===== src/rtl/scene_if.sv =====
// Control and status bundle between the frame timing side and the scene sequencer.
// frame_done is a one-cycle valid pulse with no ready: the sequencer cannot stall the timing generator.
interface scene_if #(
  parameter int SCENE_W = 2
);
  logic               frame_done;
  logic               pause;
  logic               skip;
  logic [SCENE_W-1:0] scene_id;
  logic [1:0]         fade;
  logic [9:0]         scene_frame;
  logic [15:0]        global_frame;
  logic               in_transition;
  logic               update;
  logic [1:0]         dbg_state;

  modport master (
    output frame_done, pause, skip,
    input  scene_id, fade, scene_frame, global_frame, in_transition, update, dbg_state
  );

  modport slave (
    input  frame_done, pause, skip,
    output scene_id, fade, scene_frame, global_frame, in_transition, update, dbg_state
  );
endinterface


===== src/rtl/scene_sequencer.sv =====
// Frame-rate scene scheduler: fades each effect in, holds it, fades it out and
// advances scene_id only while black. All outputs move on accepted frame ticks.
module scene_sequencer #(
  parameter int NUM_SCENES  = 4,
  parameter int FADE_STEP   = 4,
  parameter int HOLD_FRAMES = 240,
  parameter int SCENE_W     = $clog2(NUM_SCENES)
) (
  input logic    clk,
  input logic    rst_n,
  scene_if.slave bus
);
  localparam int STEP_W = (FADE_STEP > 1) ? $clog2(FADE_STEP) : 1;
  localparam int HOLD_W = (HOLD_FRAMES > 1) ? $clog2(HOLD_FRAMES) : 1;
  localparam logic [STEP_W-1:0] LAST_STEP = STEP_W'(FADE_STEP - 1);
  localparam logic [HOLD_W-1:0] LAST_HOLD = HOLD_W'(HOLD_FRAMES - 1);

  typedef enum logic [1:0] {
    FADE_IN  = 2'd0,
    HOLD     = 2'd1,
    FADE_OUT = 2'd2,
    BLACK    = 2'd3
  } state_t;

  state_t              state;
  logic [STEP_W-1:0]   step_cnt;
  logic [HOLD_W-1:0]   hold_cnt;
  logic                skip_pend;
  logic                acc;
  logic                skip_hit;
  logic                counting;

  assign acc      = bus.frame_done & ~bus.pause;
  assign skip_hit = skip_pend | bus.skip;
  assign counting = (state == FADE_IN) || (state == HOLD) || (state == FADE_OUT);
  assign bus.dbg_state = state;

  always_ff @(posedge clk) begin
    if (!rst_n) begin
      state             <= FADE_IN;
      step_cnt          <= '0;
      hold_cnt          <= '0;
      skip_pend         <= 1'b0;
      bus.scene_id      <= '0;
      bus.fade          <= 2'd0;
      bus.scene_frame   <= 10'd0;
      bus.global_frame  <= 16'd0;
      bus.in_transition <= 1'b1;
      bus.update        <= 1'b0;
    end else begin
      bus.update <= acc;
      if (!acc) begin
        // A skip seen between ticks (including while paused) waits for the next tick.
        if (bus.skip) skip_pend <= 1'b1;
      end else begin
        skip_pend        <= 1'b0;
        bus.global_frame <= bus.global_frame + 16'd1;
        if (counting && bus.scene_frame != 10'd1023)
          bus.scene_frame <= bus.scene_frame + 10'd1;
        case (state)
          FADE_IN: begin
            if (skip_hit) begin
              state             <= FADE_OUT;
              step_cnt          <= '0;
              bus.in_transition <= 1'b1;
            end else if (step_cnt == LAST_STEP) begin
              step_cnt <= '0;
              bus.fade <= bus.fade + 2'd1;
              if (bus.fade == 2'd2) begin
                state             <= HOLD;
                hold_cnt          <= '0;
                bus.in_transition <= 1'b0;
              end
            end else begin
              step_cnt <= step_cnt + STEP_W'(1);
            end
          end
          HOLD: begin
            if (skip_hit || hold_cnt == LAST_HOLD) begin
              state             <= FADE_OUT;
              step_cnt          <= '0;
              bus.in_transition <= 1'b1;
            end else begin
              hold_cnt <= hold_cnt + HOLD_W'(1);
            end
          end
          FADE_OUT: begin
            // A skip taken at fade 0 must not wrap brightness back to full.
            if (step_cnt == LAST_STEP) begin
              step_cnt <= '0;
              if (bus.fade <= 2'd1) begin
                bus.fade <= 2'd0;
                state    <= BLACK;
              end else begin
                bus.fade <= bus.fade - 2'd1;
              end
            end else begin
              step_cnt <= step_cnt + STEP_W'(1);
            end
          end
          BLACK: begin
            bus.scene_id      <= bus.scene_id + SCENE_W'(1);
            bus.scene_frame   <= 10'd0;
            step_cnt          <= '0;
            state             <= FADE_IN;
            bus.in_transition <= 1'b1;
          end
          default: begin
            state             <= BLACK;
            bus.in_transition <= 1'b1;
          end
        endcase
      end
    end
  end
endmodule


===== src/flat_wrapper.sv =====
// flat-port wrapper written by rule: the top's interface ports become plain ports
module scene_sequencer_flat 
#(
  parameter int NUM_SCENES  = 4,
  parameter int FADE_STEP   = 4,
  parameter int HOLD_FRAMES = 240,
  parameter int SCENE_W     = $clog2(NUM_SCENES)
)
  (clk, rst_n, bus_frame_done, bus_pause, bus_skip, bus_scene_id, bus_fade, bus_scene_frame, bus_global_frame, bus_in_transition, bus_update, bus_dbg_state);
  scene_if #(.SCENE_W(SCENE_W)) bus_i ();
  input logic clk;
  input logic rst_n;
  input wire logic [$bits(bus_i.frame_done)-1:0] bus_frame_done;
  input wire logic [$bits(bus_i.pause)-1:0] bus_pause;
  input wire logic [$bits(bus_i.skip)-1:0] bus_skip;
  output wire logic [$bits(bus_i.scene_id)-1:0] bus_scene_id;
  output wire logic [$bits(bus_i.fade)-1:0] bus_fade;
  output wire logic [$bits(bus_i.scene_frame)-1:0] bus_scene_frame;
  output wire logic [$bits(bus_i.global_frame)-1:0] bus_global_frame;
  output wire logic [$bits(bus_i.in_transition)-1:0] bus_in_transition;
  output wire logic [$bits(bus_i.update)-1:0] bus_update;
  output wire logic [$bits(bus_i.dbg_state)-1:0] bus_dbg_state;
  assign bus_i.frame_done = bus_frame_done;
  assign bus_i.pause = bus_pause;
  assign bus_i.skip = bus_skip;
  assign bus_scene_id = bus_i.scene_id;
  assign bus_fade = bus_i.fade;
  assign bus_scene_frame = bus_i.scene_frame;
  assign bus_global_frame = bus_i.global_frame;
  assign bus_in_transition = bus_i.in_transition;
  assign bus_update = bus_i.update;
  assign bus_dbg_state = bus_i.dbg_state;
  scene_sequencer #(.NUM_SCENES(NUM_SCENES), .FADE_STEP(FADE_STEP), .HOLD_FRAMES(HOLD_FRAMES), .SCENE_W(SCENE_W)) u_core (.clk(clk), .rst_n(rst_n), .bus(bus_i));
endmodule

===== config.mk =====
export PLATFORM = sky130hd
export DESIGN_NAME = scene_sequencer_flat
export DESIGN_NICKNAME = d
export VERILOG_FILES = /design/src/rtl/scene_if.sv /design/src/rtl/scene_sequencer.sv /design/src/flat_wrapper.sv
export SDC_FILE = /design/constraint.sdc
export NUM_CORES = 1
export LEC_CHECK = 0
export CORE_UTILIZATION = 55
export CTS_BUF_LIST = sky130_fd_sc_hd__clkbuf_4
export CTS_CLUSTER_DIAMETER = 100
export DETAILED_ROUTE_END_ITERATION = 16
export GPL_TIMING_DRIVEN = 0
export PLACE_DENSITY = 0.82
export SLEW_MARGIN = 15
export SYNTH_ARGS = -nofsm -noshare
export SYNTH_HDL_FRONTEND = slang
export SYNTH_SLANG_ARGS = --single-unit
export TNS_END_PERCENT = 1

===== constraint.sdc =====
create_clock -name clk -period 4.2 [get_ports clk]
set_input_delay 1.05 -clock clk [delete_from_list [all_inputs] [get_ports clk]]
set_output_delay 1.05 -clock clk [all_outputs]
set_load 0.01 [all_outputs]

Word level (Yosys, flattened, before mapping)

Index checks and enable logic that the tools add are counted.

Add/subtract/negate cells: 7
Equal/unequal tests: 16
Muxes and demuxes: 28
Bitwise gates (word level): 4
Reductions and logical operators: 17
Order comparisons: 1

Operator list:

| kind                  | number |
|---|---|
| $mux 8                | 4 |
| $mux 2                | 13 |
| $mux 10               | 2 |
| $add 16x1->16 const B | 1 |
| $pmux 2 s4            | 2 |
| $pmux 8 s2            | 1 |
| $ne 2x2->1 const B    | 7 |
| $reduce_and 6->1      | 2 |
| $add 10x1->10 const B | 1 |
| $ne 10x10->1 const B  | 1 |
| $reduce_and 5->1      | 2 |
| $add 8x1->8 const B   | 1 |
| $eq 2x2->1 const B    | 4 |
| $eq 8x8->1 const B    | 1 |
| $add 2x1->2 const B   | 3 |
| $ne 3x2->1 const B    | 2 |
| $reduce_and 2->1      | 3 |
| $reduce_bool 2->1     | 3 |
| $mux 1                | 4 |
| $pmux 2 s2            | 1 |
| $logic_or 1x1->1      | 3 |
| $pmux 1 s3            | 1 |
| $reduce_bool 3->1     | 1 |
| $eq 2x1->1 const B    | 1 |
| other kinds (8)       | 9 |

Bits of input ports: 5
Logic and storage cells: 83
Bits in registers: 45

Longest topological paths before layout

Depth in word-level cells: 6
Gate-level depth with buffers: 6
Gate-level depth less buffers: 6

Worst setup path after synthesis

Ideal clock, no wire load.

Path kind: input to register
Start point: input port bus_pause
End point: register u_core.hold_cnt[3]
Setup time: 0.070 ns
Stages: 4
Data arrival time: 2.069 ns
Setup slack: 2.061 ns
Data required time: 4.130 ns
Path through: and4bb_4 -> a31oi_4 -> or4_1 -> a21boi_1

Longest elaborated chain between the ends: 3

Ends and longest elaborated chain:

| item                       | RTL line              | RTL |
|---|---|---|
| start: declaration         | flat_wrapper.sv:14    | `input wire logic [$bits(bus_i.pause)-1:0] bus_pause;` |
| $not 1->1                  | scene_sequencer.sv:33 | `assign acc = bus.frame_done & ~bus.pause;` |
| $and 1x1->1                | scene_sequencer.sv:33 |  |
| $reduce_and 6->1 (no line) | n/a                   |  |
| end signal: assignment     | scene_sequencer.sv:84 | `hold_cnt <= hold_cnt + HOLD_W'(1);` |
| end: declaration           | scene_sequencer.sv:27 | `logic [HOLD_W-1:0] hold_cnt;` |

No other way between the ends.
A chain may end at the register's enable or synchronous reset.

Worst setup path after layout

Start point: input port rst_n
End point: register u_core.bus.global_frame[11]

RTL lines:

| item                   | RTL line              | RTL |
|---|---|---|
| start: declaration     | flat_wrapper.sv:12    | `input logic rst_n;` |
| end signal: assignment | scene_sequencer.sv:57 | `bus.global_frame <= bus.global_frame + 16'd1;` |
| end: declaration       | scene_if.sv:24        | `output scene_id, fade, scene_frame, global_frame, in_transition, update, dbg_state` |

No word-level cell between the ends.

==> reports/results.md <==
### Clock tree
* **clock sink count** 45
* **Post-CTS Hold Buffers** 0
* **Reg clk slew, reported paths** 0.14 ns
* **number of gates resized after cts** 0
* **cell chosen for the clock root** sky130_fd_sc_hd__clkbuf_4
* **post-CTS repair timing setup buffer count** 0
* **Max Buffers Root-to-Sink** 2
* **clock latency on the worst-skew pair** 0.37 ns
* **clock tree from TritonCTS** yes
* **level count of the clock H-tree** 2
* **number of buffers created by CTS** 5

### Outcome
* **status** finished, final reports clean

### Route
* **number of vias after detailed routing** 2269
* **drt initial violations** 152
* **routed vias/inst** 6.02
* **post-route antenna net violation count** 0
* **routed wire length** 5450 um
* **Routed wire per std cell** 14.5 um
* **residual DRC count** 0
* **drt first pass iters** 4

### Timing
* **tightest slew margin relative to the limit** 0.597
* **Fmax** 386 MHz
* **min setup slack post-route** 1.61 ns
* **final worst path period need** 2.59 ns
* **number of pins with negative max-slew slack in the final report** 0
* **final period utilization** 0.617
* **Hold Fails Final Rpt** 0
* **Tightest Pin Transition** 0.602 ns
* **final setup violation count** 0
* **setup repair after global routing missed its margin** no
* **worst hold slack across all endpoints** 0.491 ns
* **TNS Setup** 0 ns
* **clock skew after layout** 0.00883 ns

### Layout
* **relative area change from synthesis to final layout** 20.5%
* **area occupied by multi-input gates** 1440 um^2
* **ratio of cells with drive above 1 in the final layout** 0.0612
* **Layout Nets** 343
* **total inserted antenna cells** 0
* **sequential cell area** 901 um^2
* **count of fill cells added during filler insertion** 351
* **final standard cell count with taps included and fillers excluded** 377

### Worst setup path
* **kind of start point of the critical path** input pin
* **biggest fanout along the worst timing path** 10
* **worst reg-to-reg path cell count** 6
* **destination of the worst register-to-register timing path** u_core.hold_cnt[5]
* **register-to-register setup slack** 2.17 ns
* **kind of end point of the critical path** register
* **required arrival time at the worst endpoint** 4.46 ns
* **origin of the critical flop-to-flop path** u_core.bus.dbg_state[1]
* **crit path DAT** 2.86 ns
* **WS Path Type** input pin to register
* **crit path launch** rst_n

### GRT
* **pin count of the biggest net entering global routing** 15
* **combined global-route utilization of all metal layers** 0.246
* **wire length of the first global-routing pass** 8710 um
* **GR Overflow Total** 0
* **vias in the first global route** 1980
* **antenna violations before repair** 0

### Synth
* **Post-Synthesis Mean Instance Area** 8.66 um^2
* **Warnings, synthesis** 0
* **asr flop ratio synth** 0
* **combined area of all synthesized cells** 2430 um^2
* **number of synthesized flops with an enable pin** 0
* **number of flip-flops and latches in the synthesized netlist** 45
* **Mapped Nets** 298
* **unique cell type count in the Yosys netlist** 52
* **prevailing post-synth register cell** sky130_fd_sc_hd__dfxtp_1
* **cells after synthesis** 281
* **share of the yosys chip area belonging to registers** 0.370

### Place
* **pre-CTS setup slack** 1.18 ns
* **routability congestion estimate from global placement** 0.884
* **dpl cells** 369
* **buffers added on ports** 38
* **Detailed Place HPWL** 4000 um

### Flow run
* **max-cap check violation count** 0

### Floorplan
* **floorplan die width** 68.5 um
* **area inside the core boundary** 4120 um^2
* **initial core utilization** 0.591
* **die span in y** 68.5 um
* **number of rows created at floorplan** 23
* **total die area** 4690 um^2
* **number of ports placed on the die boundary** 39

### Pwr
* **LEAKAGE** 0.995 nW
* **Power Total** 721 uW
* **worst supply voltage drop on vdd** 0.000180 V
* **PD cells** 246 nW/um^2

### Worst hold path
* **Hold Path End** u_core.bus.global_frame[15]
* **startpoint of the most critical hold path** u_core.bus.global_frame[15]
* **worst hold path type** register to register
* **instance count along the most critical hold path** 2

-- cells in the mapped netlist (6+ instances only) --
cell type | count | area share
sky130_fd_sc_hd__dfxtp_1 | 45 | 0.37
sky130_fd_sc_hd__nand2_1 | 22 | 0.034
sky130_fd_sc_hd__nor2_1 | 19 | 0.029
sky130_fd_sc_hd__nand3_1 | 17 | 0.035
sky130_fd_sc_hd__a21oi_1 | 15 | 0.031
sky130_fd_sc_hd__inv_1 | 14 | 0.022
sky130_fd_sc_hd__ha_1 | 12 | 0.062
sky130_fd_sc_hd__o21ai_0 | 11 | 0.023
sky130_fd_sc_hd__xnor2_1 | 9 | 0.032
sky130_fd_sc_hd__a31oi_1 | 7 | 0.018
sky130_fd_sc_hd__nand4_1 | 7 | 0.018
sky130_fd_sc_hd__nor3_1 | 7 | 0.014
sky130_fd_sc_hd__clkbuf_1 | 6 | 0.0093
sky130_fd_sc_hd__or4_1 | 6 | 0.019
-- sequential cells by signal, summed over array words and instances, names as in the netlist --
| name | cells |
|---|---|
| u_core.step_cnt | 2 |
| u_core.bus.scene_id | 2 |
| u_core.bus.fade | 2 |
| u_core.bus.in_transition | 1 |
| u_core.bus.dbg_state | 2 |
| u_core.bus.scene_frame | 10 |
| u_core.bus.update | 1 |
| u_core.bus.global_frame | 16 |
| u_core.skip_pend | 1 |
| u_core.hold_cnt | 8 |
-- layout make-up --
| cell class | instances | share of cell area |
|---|---|---|
| inverter | 14 | 0.0179 |
| clock inverter | 3 | 0.00598 |
| timing repair buffer | 38 | 0.130 |
| buffer | 9 | 0.0124 |
| tap | 50 | 0.0213 |
| multi-input combinational | 213 | 0.493 |
| clock buffer | 5 | 0.0128 |
| sequential | 45 | 0.307 |
-- layout by cell type (no fill, tap or decap), types with 9 or more instances in the layout --
master                            Yosys  layout
sky130_fd_sc_hd__inv_1               14      14
sky130_fd_sc_hd__dfxtp_1             45      45
sky130_fd_sc_hd__xnor2_1              9       9
sky130_fd_sc_hd__clkdlybuf4s50_1      0      38
sky130_fd_sc_hd__o21ai_0             11      11
sky130_fd_sc_hd__nand2_1             22      22
sky130_fd_sc_hd__ha_1                12      12
sky130_fd_sc_hd__nand3_1             17      17
sky130_fd_sc_hd__nor2_1              19      19
sky130_fd_sc_hd__a21oi_1             15      15
-- kinds of logic after synthesis --
logic type	Yosys count	synth area share
AO/OA/AOI/OAI	69	0.198
XOR/XNOR	13	0.0468
adder cells (fa/ha/maj)	12	0.0617
buffers and inverters	23	0.0365
flip-flops	45	0.370
multiplexers	5	0.0206
AND/OR/NAND/NOR	114	0.266
-- worst max path at each step --
stage | end | slack, ns | depth (start not counted)
finish | u_core.bus.global_frame[11] | 1.61 | 5
global route | u_core.bus.update | 1.48 | 5
CTS | u_core.bus.global_frame[11] | 1.60 | 5
detailed placement | u_core.bus.global_frame[11] | 1.18 | 5
global placement | u_core.bus.update | 1.24 | 5
floorplan | u_core.hold_cnt[3] | 2.06 | 4
-- critical path, cell delays in order --
cell	delay, ns
sky130_fd_sc_hd__clkdlybuf4s50_1	0.56
sky130_fd_sc_hd__inv_1	0.26
sky130_fd_sc_hd__buf_1	0.48
sky130_fd_sc_hd__clkbuf_1	0.40
sky130_fd_sc_hd__nor2_1	0.09
-- per-stage QoR --
stage / instance area (um^2) / utilization
floorplan: 2430 / -
global placement: 2880 / 0.699
detailed placement: 2880 / 0.699
CTS: 2930 / 0.712
global route: 2930 / 0.712
finish: 2930 / 0.712
-- power breakdown --
part	internal [mW]	total, mW	switching [mW]
Sequential	0.433	0.441	0.00788
Combinational	0.0287	0.0696	0.0409
Clock	0.0636	0.210	0.147
Total	0.525	0.721	0.196
-- metal layers --
metal  routed length, um  track usage  share of wire  vias up
met4                  53       0.0677         0.0097        0
met2                2570        0.417           0.47       56
met5                   0            0              0        -
met1                2600        0.312           0.48     1069
met3                 229       0.0526          0.042        6
li1                    -            -              -     1138
No activity file was read; power rests on OpenSTA's default activity.
